===== src/rtl/uart_cmd_parser_if.sv =====
// Byte-stream and command bundle between the UART receiver, the frame parser and the command consumer.
interface uart_cmd_parser_if #(
    parameter int DATA_W = 8
);
    logic [DATA_W-1:0] rx_data;
    logic              rx_valid;
    logic [DATA_W-1:0] cmd;
    logic              cmd_valid;
    logic              link_ok;
    logic              frame_err;
    logic [7:0]        err_count;

    modport master (
        output rx_data,
        output rx_valid,
        input  cmd,
        input  cmd_valid,
        input  link_ok,
        input  frame_err,
        input  err_count
    );

    modport slave (
        input  rx_data,
        input  rx_valid,
        output cmd,
        output cmd_valid,
        output link_ok,
        output frame_err,
        output err_count
    );
endinterface


===== src/rtl/uart_cmd_parser.sv =====
// Recognises START/CMD/STOP frames from the UART byte stream, publishes the latched command
// and falls back to a failsafe command when no good frame has arrived for too long.
module uart_cmd_parser #(
    parameter int                DATA_W           = 8,
    parameter logic [DATA_W-1:0] START_BYTE       = 8'h0A,
    parameter logic [DATA_W-1:0] STOP_BYTE        = 8'h08,
    parameter logic [DATA_W-1:0] CMD_MAX          = 8'h0F,
    parameter logic [DATA_W-1:0] FAILSAFE_CMD     = 8'h00,
    parameter int                BYTE_TIMEOUT_CYC = 50000,
    parameter int                LINK_TIMEOUT_CYC = 25000000
) (
    input logic             clk,
    input logic             rst,
    uart_cmd_parser_if.slave bus
);
    localparam int BT_W = $clog2(BYTE_TIMEOUT_CYC) + 1;
    localparam int LT_W = $clog2(LINK_TIMEOUT_CYC) + 1;
    localparam logic [BT_W-1:0] BT_MAX  = BT_W'(BYTE_TIMEOUT_CYC);
    localparam logic [LT_W-1:0] LT_MAX  = LT_W'(LINK_TIMEOUT_CYC);
    localparam logic [LT_W-1:0] LT_FIRE = LT_W'(LINK_TIMEOUT_CYC - 1);

    typedef enum logic [1:0] {
        IDLE,
        WAIT_CMD,
        WAIT_STOP
    } state_t;

    state_t            state;
    logic [DATA_W-1:0] pending;
    logic [DATA_W-1:0] cmd_r;
    logic              cmd_valid_r;
    logic              link_ok_r;
    logic              frame_err_r;
    logic [7:0]        err_count_r;
    logic [BT_W-1:0]   byte_cnt;
    logic [LT_W-1:0]   link_cnt;

    logic is_start;
    logic is_stop;
    logic cmd_legal;
    logic byte_timeout;
    logic good_frame;
    logic bad_frame;

    function automatic logic [7:0] err_inc(input logic [7:0] v);
        return (v == 8'hFF) ? v : v + 8'd1;
    endfunction

    function automatic logic [BT_W-1:0] byte_cnt_inc(input logic [BT_W-1:0] v);
        return (v >= BT_MAX) ? BT_MAX : v + BT_W'(1);
    endfunction

    function automatic logic [LT_W-1:0] link_cnt_inc(input logic [LT_W-1:0] v);
        return (v >= LT_MAX) ? LT_MAX : v + LT_W'(1);
    endfunction

    // A byte arriving in the same cycle as the timeout wins, so the timeout only counts idle cycles.
    always_comb begin
        is_start     = (bus.rx_data == START_BYTE);
        is_stop      = (bus.rx_data == STOP_BYTE);
        cmd_legal    = (bus.rx_data <= CMD_MAX);
        byte_timeout = !bus.rx_valid && (byte_cnt == BT_MAX);
        good_frame   = (state == WAIT_STOP) && bus.rx_valid && is_stop;
        bad_frame    = 1'b0;
        case (state)
            WAIT_CMD:  bad_frame = (bus.rx_valid && !cmd_legal) || byte_timeout;
            WAIT_STOP: bad_frame = (bus.rx_valid && !is_stop) || byte_timeout;
            default:   bad_frame = 1'b0;
        endcase
    end

    always_ff @(posedge clk) begin
        if (rst) begin
            state       <= IDLE;
            pending     <= '0;
            cmd_r       <= FAILSAFE_CMD;
            cmd_valid_r <= 1'b0;
            link_ok_r   <= 1'b0;
            frame_err_r <= 1'b0;
            err_count_r <= 8'd0;
            byte_cnt    <= '0;
            link_cnt    <= '0;
        end else begin
            cmd_valid_r <= 1'b0;
            frame_err_r <= bad_frame;
            if (bad_frame) begin
                err_count_r <= err_inc(err_count_r);
            end

            case (state)
                IDLE: begin
                    byte_cnt <= '0;
                    if (bus.rx_valid && is_start) begin
                        state <= WAIT_CMD;
                    end
                end
                WAIT_CMD: begin
                    if (bus.rx_valid) begin
                        byte_cnt <= '0;
                        if (cmd_legal) begin
                            pending <= bus.rx_data;
                            state   <= WAIT_STOP;
                        end else begin
                            state <= IDLE;
                        end
                    end else if (byte_timeout) begin
                        byte_cnt <= '0;
                        state    <= IDLE;
                    end else begin
                        byte_cnt <= byte_cnt_inc(byte_cnt);
                    end
                end
                WAIT_STOP: begin
                    if (bus.rx_valid) begin
                        byte_cnt <= '0;
                        // A START in place of STOP is taken as the beginning of a fresh frame.
                        if (is_stop) begin
                            state <= IDLE;
                        end else if (is_start) begin
                            state <= WAIT_CMD;
                        end else begin
                            state <= IDLE;
                        end
                    end else if (byte_timeout) begin
                        byte_cnt <= '0;
                        pending  <= '0;
                        state    <= IDLE;
                    end else begin
                        byte_cnt <= byte_cnt_inc(byte_cnt);
                    end
                end
                default: begin
                    byte_cnt <= '0;
                    state    <= IDLE;
                end
            endcase

            // A good frame takes priority over a watchdog expiry in the same cycle.
            if (good_frame) begin
                cmd_r       <= pending;
                cmd_valid_r <= 1'b1;
                link_ok_r   <= 1'b1;
                link_cnt    <= '0;
            end else begin
                link_cnt <= link_cnt_inc(link_cnt);
                if (link_ok_r && (link_cnt == LT_FIRE)) begin
                    link_ok_r   <= 1'b0;
                    cmd_r       <= FAILSAFE_CMD;
                    cmd_valid_r <= 1'b1;
                end
            end
        end
    end

    assign bus.cmd       = cmd_r;
    assign bus.cmd_valid = cmd_valid_r;
    assign bus.link_ok   = link_ok_r;
    assign bus.frame_err = frame_err_r;
    assign bus.err_count = err_count_r;
endmodule


===== src/flat_wrapper.sv =====
// flat-port wrapper written by rule: the top's interface ports become plain ports
module uart_cmd_parser_flat 
#(
    parameter int                DATA_W           = 8,
    parameter logic [DATA_W-1:0] START_BYTE       = 8'h0A,
    parameter logic [DATA_W-1:0] STOP_BYTE        = 8'h08,
    parameter logic [DATA_W-1:0] CMD_MAX          = 8'h0F,
    parameter logic [DATA_W-1:0] FAILSAFE_CMD     = 8'h00,
    parameter int                BYTE_TIMEOUT_CYC = 50000,
    parameter int                LINK_TIMEOUT_CYC = 25000000
)
  (clk, rst, bus_rx_data, bus_rx_valid, bus_cmd, bus_cmd_valid, bus_link_ok, bus_frame_err, bus_err_count);
  uart_cmd_parser_if #(.DATA_W(DATA_W)) bus_i ();
  input logic clk;
  input logic rst;
  input wire logic [$bits(bus_i.rx_data)-1:0] bus_rx_data;
  input wire logic [$bits(bus_i.rx_valid)-1:0] bus_rx_valid;
  output wire logic [$bits(bus_i.cmd)-1:0] bus_cmd;
  output wire logic [$bits(bus_i.cmd_valid)-1:0] bus_cmd_valid;
  output wire logic [$bits(bus_i.link_ok)-1:0] bus_link_ok;
  output wire logic [$bits(bus_i.frame_err)-1:0] bus_frame_err;
  output wire logic [$bits(bus_i.err_count)-1:0] bus_err_count;
  assign bus_i.rx_data = bus_rx_data;
  assign bus_i.rx_valid = bus_rx_valid;
  assign bus_cmd = bus_i.cmd;
  assign bus_cmd_valid = bus_i.cmd_valid;
  assign bus_link_ok = bus_i.link_ok;
  assign bus_frame_err = bus_i.frame_err;
  assign bus_err_count = bus_i.err_count;
  uart_cmd_parser #(.DATA_W(DATA_W), .START_BYTE(START_BYTE), .STOP_BYTE(STOP_BYTE), .CMD_MAX(CMD_MAX), .FAILSAFE_CMD(FAILSAFE_CMD), .BYTE_TIMEOUT_CYC(BYTE_TIMEOUT_CYC), .LINK_TIMEOUT_CYC(LINK_TIMEOUT_CYC)) u_core (.clk(clk), .rst(rst), .bus(bus_i));
endmodule

===== config.mk =====
export PLATFORM = sky130hd
export DESIGN_NAME = uart_cmd_parser_flat
export DESIGN_NICKNAME = d
export VERILOG_FILES = /design/src/rtl/uart_cmd_parser_if.sv /design/src/rtl/uart_cmd_parser.sv /design/src/flat_wrapper.sv
export SDC_FILE = /design/constraint.sdc
export NUM_CORES = 1
export LEC_CHECK = 0
export CAP_MARGIN = 20
export CORE_UTILIZATION = 61
export DETAILED_ROUTE_END_ITERATION = 7
export MAX_ROUTING_LAYER = met4
export PLACE_DENSITY_LB_ADDON = 0.12
export SYNTH_ARGS = -nofsm -noshare
export SYNTH_HDL_FRONTEND = slang
export SYNTH_SLANG_ARGS = --single-unit

===== constraint.sdc =====
create_clock -name clk -period 4 [get_ports clk]
set_input_delay 0.6 -clock clk [delete_from_list [all_inputs] [get_ports clk]]
set_output_delay 0.6 -clock clk [all_outputs]
set_load 0.02 [all_outputs]

* Word-level counts from Yosys, hierarchy flattened
Index checks and enable logic that the tools add are counted.
** Cells by class
- Equal/unequal tests :: 12
- Mux-type cells :: 22
- Reductions and logical operators :: 22
- Bitwise logic cells :: 2
- Order comparisons :: 3
- $add $sub $neg :: 3
** Operators with widths (number)
- two-way mux 8 bit :: 6
- adder 26 x 1 -> 26 bit, second input constant :: 1
- equality test 26 x 25 -> 1 bit, second input constant :: 1
- >= comparator 26 x 25 -> 1 bit, second input constant :: 1
- two-way mux 25 bit :: 1
- adder 17 x 1 -> 17 bit, second input constant :: 1
- equality test 17 x 16 -> 1 bit, second input constant :: 1
- >= comparator 17 x 16 -> 1 bit, second input constant :: 1
- equality test 8 x 4 -> 1 bit, second input constant :: 2
- two-way mux 16 bit :: 1
- one-hot mux 8 bit (2 select lines) :: 1
- two-way mux 2 bit :: 6
- adder 8 x 1 -> 8 bit, second input constant :: 1
- equality test 8 bit, second input constant :: 1
- less-or-equal comparator 8 x 4 -> 1 bit, second input constant :: 1
- logical AND 1 bit :: 7
- inequality test 2 x 1 -> 1 bit, second input constant :: 3
- one-hot mux 2 bit (3 select lines) :: 1
- two-way mux 1 bit :: 5
- AND reduction 5 bit :: 1
- OR reduction 5 bit :: 1
- inequality test 2 bit, second input constant :: 2
- nonzero test 2 bit :: 2
- OR reduction 2 bit :: 2
- other kinds (10) :: 14
** Word-level totals
- Bits of input ports :: 11
- Output and inout bits :: 19
- Logic and storage cells :: 75
- Register bits :: 72

* Depth between registers and ports, before layout
Gate-level depths: netlist of the first run.
- Depth in word-level cells :: 6
- Mapped depth :: 8
- Depth with buffers taken out :: 7

* Least setup slack after synthesis of the first run
Ideal clock, no wire load.
- Kind :: in2reg
- Start :: in bus_rx_data[5]
- End :: reg u_core.cmd_r[4], in the netlist u_core.bus.cmd[4]
- Arrival :: 1.950 ns
- Data required time :: 3.883 ns
- Setup slack :: 1.933 ns
- Path buffers :: 1
- Setup time :: 0.117 ns
- Stages on the path :: 6
- Cells stage by stage :: nor4_1 nand4_1 nor2b_1 and2_4 buf_6 a22o_1
** Between the ends
- Longest elaborated chain between the ends :: 3
- Elaborated cells between the ends (all ways) :: 4
- Classes of those cells :: 1 x eq/ne; 1 x mux; 2 x reduce/logical
** Ends and longest elaborated chain
- start: declaration :: RTL line flat_wrapper.sv:16 : input wire logic [$bits(bus_i.rx_data)-1:0] bus_rx_data;
- equality test 8 x 4 -> 1 bit (*) :: RTL line uart_cmd_parser.sv:60 : is_stop = (bus.rx_data == STOP_BYTE);
- logical AND 1 bit (*) :: RTL line uart_cmd_parser.sv:63 : good_frame = (state == WAIT_STOP) && bus.rx_valid && is_stop;
- two-way mux 8 bit / nonzero test 2 bit (equally long branches)
- end signal: assignment :: RTL line uart_cmd_parser.sv:140 : cmd_r <= pending;
- end: declaration :: RTL line uart_cmd_parser.sv:30 : logic [DATA_W-1:0] cmd_r;
Every way passes the cells marked *; elsewhere a longest branch is shown, timed or not.
A chain may end at the register's enable or synchronous reset.

* Worst setup path in the final report of the first run
- Start :: in bus_rx_data[5]
- End :: reg u_core.link_cnt[23]
** Between the ends
- Longest elaborated chain between the ends :: 3
** Ends and longest elaborated chain
- equality test 8 x 4 -> 1 bit :: RTL line uart_cmd_parser.sv:60
- logical AND 1 bit :: RTL line uart_cmd_parser.sv:63
- OR reduction 3 bit (no source line)
- end signal: assignment :: RTL line uart_cmd_parser.sv:145 : link_cnt <= link_cnt_inc(link_cnt);
- end: declaration :: RTL line uart_cmd_parser.sv:36 : logic [LT_W-1:0] link_cnt;
Every way passes these cells.

==> flow_summary.toml, run 1 <==
[floorplanning]
coreArea_um2 = 5110
start_util_pct = 63.3
die_w_um = 74.8
dieArea_um2 = 5590
core.rowCount = 26
die_h_um = 74.8
num_io_pins = 30

[finish]
final_cells = 457
stdcell_area_um2 = 3750
n_antenna_cell = 0
final_util_pct = 73.3
area_delta_synth_final_pct = 15.9
drive_gt1_share_pct = 6.20
nNetsFinal = 402

[synthesis]
synth-edff-count = 0
yosys_register_bits = 72
synthArstFlopShare_pct = 0
netlist.area_leader.share_pct = 44.6
synthCells = 351
syn_area_um2 = 3230
ys_types = 42
yosysWarnings = 0
synth_most_common_cell = "dfxtp_1"
ys_seq_area_share_pct = 44.6
synthTopCellsByCount = "72 x dfxtp_1, 39 x nor2_1, 28 x xnor2_1, 24 x a21oi_1, 21 x nand2_1"
synth_flop_cell = "dfxtp_1"
yosysTopAreaCell = "dfxtp_1"
synthTopCellsByArea = "dfxtp_1 45%, xnor2_1 7.6%, nor2_1 4.5%"
syn_avg_cell_area_um2 = 9.21

[power]
p_leak_uw = 0.00131
power.internal_uw = 979
powerDensity_nw_per_um2 = 351
power.total_uw = 1310
combPwrFrac_pct = 3.6
p_seq_share_pct = 56.2
p_sw_share_pct = 25.5
ir_worst_vdd_mv = 0.221
p_clk_share_pct = 40.2
p_sw_uw = 335

[worst_setup_path]
critPathSlowestCell = "nor4_1"
arrival_ps = 2570
required_ps = 4220
cp-end-kind = "register"
crit_fanout = 12
path_cells = "clkdlybuf4s50_1 > nor4_1 > nand4_1 > nor2b_1 > nand3_1 > nor2_1"
cp-start-kind = "input port"
path_class = "input port to register"
crit_buf_inv = 1
cpPeakStageDelay_ps = 520
path_delay_family = "simple AND/OR/NAND/NOR gates"

[place]
port_buffers = 29
dp_hpwl_mm = 4.45
dp.cells = 441
gp_congestion = 0.855
dpl_cell_area_um2 = 3570

[timing]
finalSetupViolations = 0
post-route-min-period_ps = 2350
timing.fmax_mhz = 426
rsz0062_at_grt = "no"
relSlewSlack_pct = 48.6
slew_viol_final = 0
final.setup_skew_ps = 7.04
worst_pin_slew_ps = 765
hold_violations = 0
tns_ps = 0
post-route-period-util_pct = 58.6

[global_routing]
grt_pass1_vias = 2488
antenna_found_initial = 0
grt_max_degree = 22
grt_util_all_layers_pct = 25.7
overflow = 0
grt_first_pass_wirelength_mm = 10.7

[clock_network]
cts.sinks = 72
cts_tree = "built"
postCtsSetupRepairBufs = 0
clk_path_buf_depth = 2
numCtsBuffers = 9
clk_pin_slew_ps = 80
cts_hold_buf = 0
cts.htree.levels = 3
cts-resized-gates = 0
clk_latency_ps = 350
clockRootBuffer = "clkbuf_8"

[routing]
avgRoutedWirePerCell_um = 14.0
drtIter0Drc = 160
num_vias = 2606
ant_nets = 0
avgViaCountPerCell = 5.70
wl_mm = 6.38
drtPass1Iterations = 4
drc = 0

[flow_run]
maxCapViolCount = 0

[outcome]
status = "completed"

[hold_path]
hold_class = "register to register"
stage by stage:
stage	hold WS [ps]	setup WS [ps]
floorplan	426	1930
global placement	435	1360
detailed placement	449	1280
CTS	470	1640
global route	488	1410
finish	466	1650
path summary, 6_finish.rpt:
| path | from | endpoint | slack (ps) | cells after the start |
|---|---|---|---|---|
| worst max-delay path | bus_rx_data[5] | u_core.link_cnt[23]$_SDFF_PP0_ | 1650 | 6 |
| worst min-delay path | u_core.link_cnt[0]$_SDFF_PP0_ | u_core.link_cnt[0]$_SDFF_PP0_ | 470 | 1 |
| worst max register to register | u_core.link_cnt[11]$_SDFF_PP0_ | u_core.link_cnt[23]$_SDFF_PP0_ | 1940 | 5 |
| worst min register to register | u_core.link_cnt[0]$_SDFF_PP0_ | u_core.link_cnt[0]$_SDFF_PP0_ | 470 | 1 |
power groups by stage:
stage | Combinational (µW) | Clock (µW) | Sequential (µW)
after floorplan | 32.0 | 0 | 752
after global placement | 46.3 | 0 | 754
after detailed placement | 47.2 | 0 | 755
after CTS | 47.6 | 532 | 738
after global routing | 53.7 | 561 | 740
final | 47.6 | 528 | 738
registers in the layout (all words and copies together), names as in the netlist:
name and cells:
u_core.bus.frame_err 1, u_core.byte_cnt 17, u_core.state 2, u_core.bus.cmd 8, u_core.pending 8, u_core.bus.err_count 8, u_core.link_cnt 26, u_core.bus.link_ok 1
u_core.bus.cmd_valid 1
layout by cell type (no fill, tap or decap), drive strengths merged, types with 2 or more instances in the layout:
| cell | n |
|---|---|
| dfxtp | 72 |
| nor2 | 39 |
| clkdlybuf4s50 | 29 |
| xnor2 | 28 |
| a21oi | 24 |
| nand2 | 21 |
| nand3 | 17 |
| xor2 | 14 |
| a22o | 13 |
| inv | 13 |
| and3 | 11 |
| nor4 | 11 |
| nand4 | 10 |
| nor3 | 10 |
| and4 | 10 |
| ha | 9 |
| clkbuf | 9 |
| and2 | 7 |
| nor4b | 6 |
| o21ai | 5 |
| nor2b | 4 |
| nand2b | 3 |
| a211oi | 3 |
| clkinv | 3 |
| or4b | 2 |
| clkinvlp | 2 |
| conb | 2 |
cells by family (layout without fill, tap and decap cells):
family                   count (synthesis)  in the layout  share of synthesized area [%]
adder cells (fa/ha/maj)                  9              9                           3.48
other                                    1              2                          0.116
buffers and inverters                   21             56                           2.71
AND/OR/NAND/NOR                        153            153                           26.7
XOR/XNOR                                42             42                           11.4
multiplexers                             2              2                          0.658
flip-flops                              72             72                           44.6
AO/OA/AOI/OAI                           51             51                           10.4
area by class of cell:
cell class,instances,area [µm²]
clock buffers,9,124
fillers,412,1360
flip-flops and latches,72,1440
well taps,70,87.6
multi-input cells,259,1710
repair buffers,29,290
inverters,11,41.3
clock inverters,7,55.1
layer usage:
metal	share of wire, %	routed length, µm	GRT usage (%)	vias to the layer above
met5	0	0	-	-
met4	2.0	125	9.85	0
met3	2.9	186	5.76	15
met2	49	3110	42.7	41
met1	46	2960	30.2	1241
li1	-	-	-	1309
Power figures use the tool's default switching activity.
==> run 2, diff against run 1 <==
CORE_UTILIZATION = 57   (was 61)
clock period = 2.4 ns   (was 4 ns; I/O delays follow)
==> flow_summary.toml, run 2 (synthesis results as in run 1) <==
[worst_setup_path]
cp-end-kind = "register"
arrival_ps = 2240
cp-start-kind = "register"
required_ps = 2640
path_class = "register to register"
crit_fanout = 9

[clock_network]
cts.sinks = 72
numCtsBuffers = 9
clk_pin_slew_ps = 80
clockRootBuffer = "clkbuf_8"
clk_latency_ps = 350
cts-resized-gates = 0
cts.htree.levels = 3
cts_tree = "built"
postCtsSetupRepairBufs = 0
clk_path_buf_depth = 2
cts_hold_buf = 0

[timing]
tns_ps = 0
finalSetupViolations = 0
post-route-min-period_ps = 1990
slew_viol_final = 0
final.setup_skew_ps = 8.54
relSlewSlack_pct = 60.9
timing.fmax_mhz = 502
hold_violations = 0
rsz0062_at_grt = "no"
post-route-period-util_pct = 83.1
worst_pin_slew_ps = 586
timing.hold.ws_ps = 464

[floorplanning]
die_h_um = 77.3
core.rowCount = 27
die_w_um = 77.3
dieArea_um2 = 5980
start_util_pct = 59.1
num_io_pins = 30
coreArea_um2 = 5470

[finish]
mostFrequentLayoutCells = "72 x dfxtp_1, 39 x nor2_1, 29 x clkdlybuf4s50_1"
reg.largest.list = "u_core.link_cnt: 26 flops, u_core.byte_cnt: 17 flops"
area_delta_synth_final_pct = 19.1
final_util_pct = 70.3
stdcell_area_um2 = 3850
largest_reg_flops = 26
regMostFlops = "u_core.link_cnt"
drive_gt1_share_pct = 7.85
n_antenna_cell = 0
num-fill-cells = 440
nNetsFinal = 410
final_common_cell = "dfxtp_1"

[routing]
ant_nets = 0
drc = 0
drtPass1Iterations = 4
avgViaCountPerCell = 5.59
avgRoutedWirePerCell_um = 13.6
wl_mm = 6.37
drtIter0Drc = 128
num_vias = 2610

[power]
power.total_uw = 2380
p_leak_uw = 0.00137
ir_worst_vdd_mv = 0.363
powerDensity_nw_per_um2 = 619

[global_routing]
overflow = 0
antenna_found_initial = 0
grt_first_pass_wirelength_mm = 10.8
grt_util_all_layers_pct = 23.7
grt_pass1_vias = 2489
grt_max_degree = 21

[flow_run]
maxCapViolCount = 0

[place]
dp_hpwl_mm = 4.46
gp_congestion = 0.852
port_buffers = 29
dpl_cell_area_um2 = 3630

[outcome]
status = "completed"

[hold_path]
hold_class = "register to register"
-- run 2: changes by cell type in the layout (fill, tap and decap cells not counted), sizes merged --
cell,previous run,this run
inv,13,12
bufinv,0,2
clkbuf,9,10
clkinv,3,1
buf,0,8
-- run 2: final cells by class --
type	instances	area [µm²]	area share, %
inverters	11	41.3	1.07
multi-input cells	259	1710	44.3
repair buffers	37	350	9.10
flip-flops and latches	72	1440	37.4
clock buffers	10	128	3.31
clock inverters	6	92.6	2.40
well taps	72	90.1	2.34
-- run 2: power by group --
| part | switching [µW] | internal (µW) |
|---|---|---|
| Clock | 476 | 591 |
| Sequential | 18.8 | 1210 |
| Combinational | 44.3 | 39.3 |
-- run 2: metrics by stage --
stage / cells / setup WS, ps
2_1_floorplan: 352 / 489
3_3_place_gp: 451 / 279
3_5_place_dp: 451 / 223
4_1_cts: 467 / 393
5_1_grt: 467 / 269
6_report: 467 / 406
-- run 2: worst paths after layout --
| kind | startpoint | cells after the start | slack, ps | endpoint |
|---|---|---|---|---|
| hold / removal | u_core.link_cnt[0]$_SDFF_PP0_ | 1 | 460 | u_core.link_cnt[0]$_SDFF_PP0_ |
| hold reg to reg | u_core.link_cnt[0]$_SDFF_PP0_ | 1 | 460 | u_core.link_cnt[0]$_SDFF_PP0_ |
| setup reg to reg | u_core.byte_cnt[5]$_SDFF_PP0_ | 5 | 410 | u_core.bus.err_count[6]$_SDFFE_PP0P_ |
| setup / recovery | u_core.byte_cnt[5]$_SDFF_PP0_ | 5 | 410 | u_core.bus.err_count[6]$_SDFFE_PP0P_ |
-- run 2: critical path: stages, from the launching register on --
cell,delay (ps)
dfxtp_1,360
nor4_2,420
a41oi_2,320
nor3_2,390
nand3_1,130
mux2_2,280
-- run 2: metal layers --
metal	wire length [µm]	global-route usage [%]	vias to the layer above
met4	146	11.1	0
met5	0	-	-
met2	3070	38.5	55
met1	2910	26.6	1218
li1	-	-	1323
met3	236	7.02	14
==> run 3, diff against run 2 <==
CORE_UTILIZATION = 51   (was 57)
clock period = 1.73 ns   (was 2.4 ns; I/O delays follow)
==> flow_summary.toml, run 3 (synthesis results as in run 1) <==
[routing]
avgViaCountPerCell = 5.40
ant_nets = 0
drc = 0
wl_mm = 7.21
num_vias = 2781
drtIter0Drc = 113
avgRoutedWirePerCell_um = 14.0
drtPass1Iterations = 4

[outcome]
violations = "setup timing"
status = "finished with violations"

[timing]
timing.hold.ws_ps = 459
post-route-min-period_ps = 1810
post-route-period-util_pct = 104
finalSetupViolations = 26
worst_pin_slew_ps = 530
timing.fmax_mhz = 553
final.setup_skew_ps = 8.35
relSlewSlack_pct = 64.6
hold_violations = 0
rsz0062_at_grt = "yes"
slew_viol_final = 0
setup_slack_ps = -77.4

[finish]
drive_gt1_share_pct = 27.3
num-fill-cells = 440
nNetsFinal = 455
reg.largest.list = "u_core.link_cnt: 26 flops, u_core.byte_cnt: 17 flops"
seq_area_um2 = 1450
mostFrequentLayoutCells = "62 x dfxtp_1, 46 x buf_4, 32 x nor2_1"
area_delta_synth_final_pct = 38.8
final_cells = 515
largest_reg_flops = 26
final_common_cell = "dfxtp_1"
regMostFlops = "u_core.link_cnt"
n_antenna_cell = 0
multiInputGateArea_um2 = 1920

[worst_setup_path]
regToRegEndpoint = "u_core.bus.err_count[6]$_SDFFE_PP0P_"
cp-start-kind = "register"
required_ps = 1980
arrival_ps = 2050
r2r_cells = 5
rr_startpoint = "u_core.byte_cnt[11]$_SDFF_PP0_"
rrSetupSlack_ps = -80
crit_fanout = 6
path_class = "register to register"
cp-end-kind = "register"

[global_routing]
grt_util_all_layers_pct = 23.8
grt_first_pass_wirelength_mm = 11.8
grt_max_degree = 21
antenna_found_initial = 0
grt_pass1_vias = 2593
overflow = 0

[floorplanning]
die_w_um = 81.6
dieArea_um2 = 6660
coreArea_um2 = 6030
start_util_pct = 53.6
num_io_pins = 30
die_h_um = 81.6
core.rowCount = 28

[place]
dp.cells = 497
port_buffers = 29
gp_congestion = 0.805
place_ws_ps = -256
dp_hpwl_mm = 4.91

[power]
combPwrFrac_pct = 4.6
p_leak_uw = 0.00175
p_sw_share_pct = 23.2
p_sw_uw = 782
ir_worst_vdd_mv = 0.840
powerDensity_nw_per_um2 = 752
power.internal_uw = 2590
p_seq_share_pct = 50.6
power.total_uw = 3370
p_clk_share_pct = 44.7

[flow_run]
maxCapViolCount = 0

[clock_network]
clk_pin_slew_ps = 80
cts.sinks = 72
clockRootBuffer = "clkbuf_8"
cts_hold_buf = 0
cts.htree.levels = 3
numCtsBuffers = 9
clk_latency_ps = 350
clk_path_buf_depth = 2
cts_tree = "built"

[hold_path]
hold_class = "register to register"
worstHoldPathCells = 1
hold_start = "u_core.link_cnt[0]$_SDFF_PP0_"
whs_endpoint = "u_core.link_cnt[0]$_SDFF_PP0_"
[run 3: power groups by stage]
stage | clock network, µW | registers, µW | logic, µW
after floorplan | 0 | 1740 | 76.9
after global placement | 0 | 1740 | 143
after detailed placement | 0 | 1740 | 146
after CTS | 1550 | 1710 | 149
after global routing | 1610 | 1710 | 171
final | 1510 | 1710 | 157
[run 3: what timing repair did]
action,in CTS,in global routing
resized for setup,14,40
cloned,1,0
pin swaps,11,12
buffers inserted,0,1
endpoints found under the setup margin,31,67
[run 3: how the worst max path moves through the flow]
stage                                         from                                   end
global route        u_core.link_cnt[25]$_SDFF_PP0_        u_core.bus.cmd[1]$_SDFFE_PP0P_
finish              u_core.byte_cnt[11]$_SDFF_PP0_  u_core.bus.err_count[6]$_SDFFE_PP0P_
CTS                 u_core.link_cnt[25]$_SDFF_PP0_        u_core.bus.cmd[0]$_SDFFE_PP0P_
detailed placement                  bus_rx_data[3]  u_core.bus.err_count[2]$_SDFFE_PP0P_
global placement                    bus_rx_data[5]        u_core.bus.cmd[6]$_SDFFE_PP0P_
floorplan           u_core.link_cnt[15]$_SDFF_PP0_        u_core.bus.cmd[4]$_SDFFE_PP0P_
[run 3: cell type report]
cell class              count  share of cell area (%)
inverters                  11                   0.921
flip-flops and latches     72                    32.4
repair buffers             82                    16.7
multi-input cells         259                    42.8
clock buffers               9                    2.76
clock inverters             7                    2.29
well taps                  75                    2.09
[run 3: per-layer routing]
| layer | routed length (µm) | part of all wire (%) | GRT usage (%) |
|---|---|---|---|
| met5 | 0 | 0 | - |
| met4 | 74 | 1.0 | 8.07 |
| met3 | 271 | 3.8 | 6.00 |
| met1 | 3440 | 48 | 29.8 |
| met2 | 3420 | 47 | 37.4 |
[run 3: critical path: stages (launching register included)]
cell	delay, ps
dfxtp_2	340
nor4_4	450
a41oi_4	260
nor3_4	220
nand3_1	130
mux2_4	310
[run 3: stage by stage]
step,util (%),area [µm²],TNS [ps]
6_report,74.4,4480,-1140
5_1_grt,74.4,4480,-4430
4_1_cts,71.5,4310,-1090
3_5_place_dp,66.9,4030,-7120
3_3_place_gp,66.9,4030,-6190
2_1_floorplan,-,3280,-695
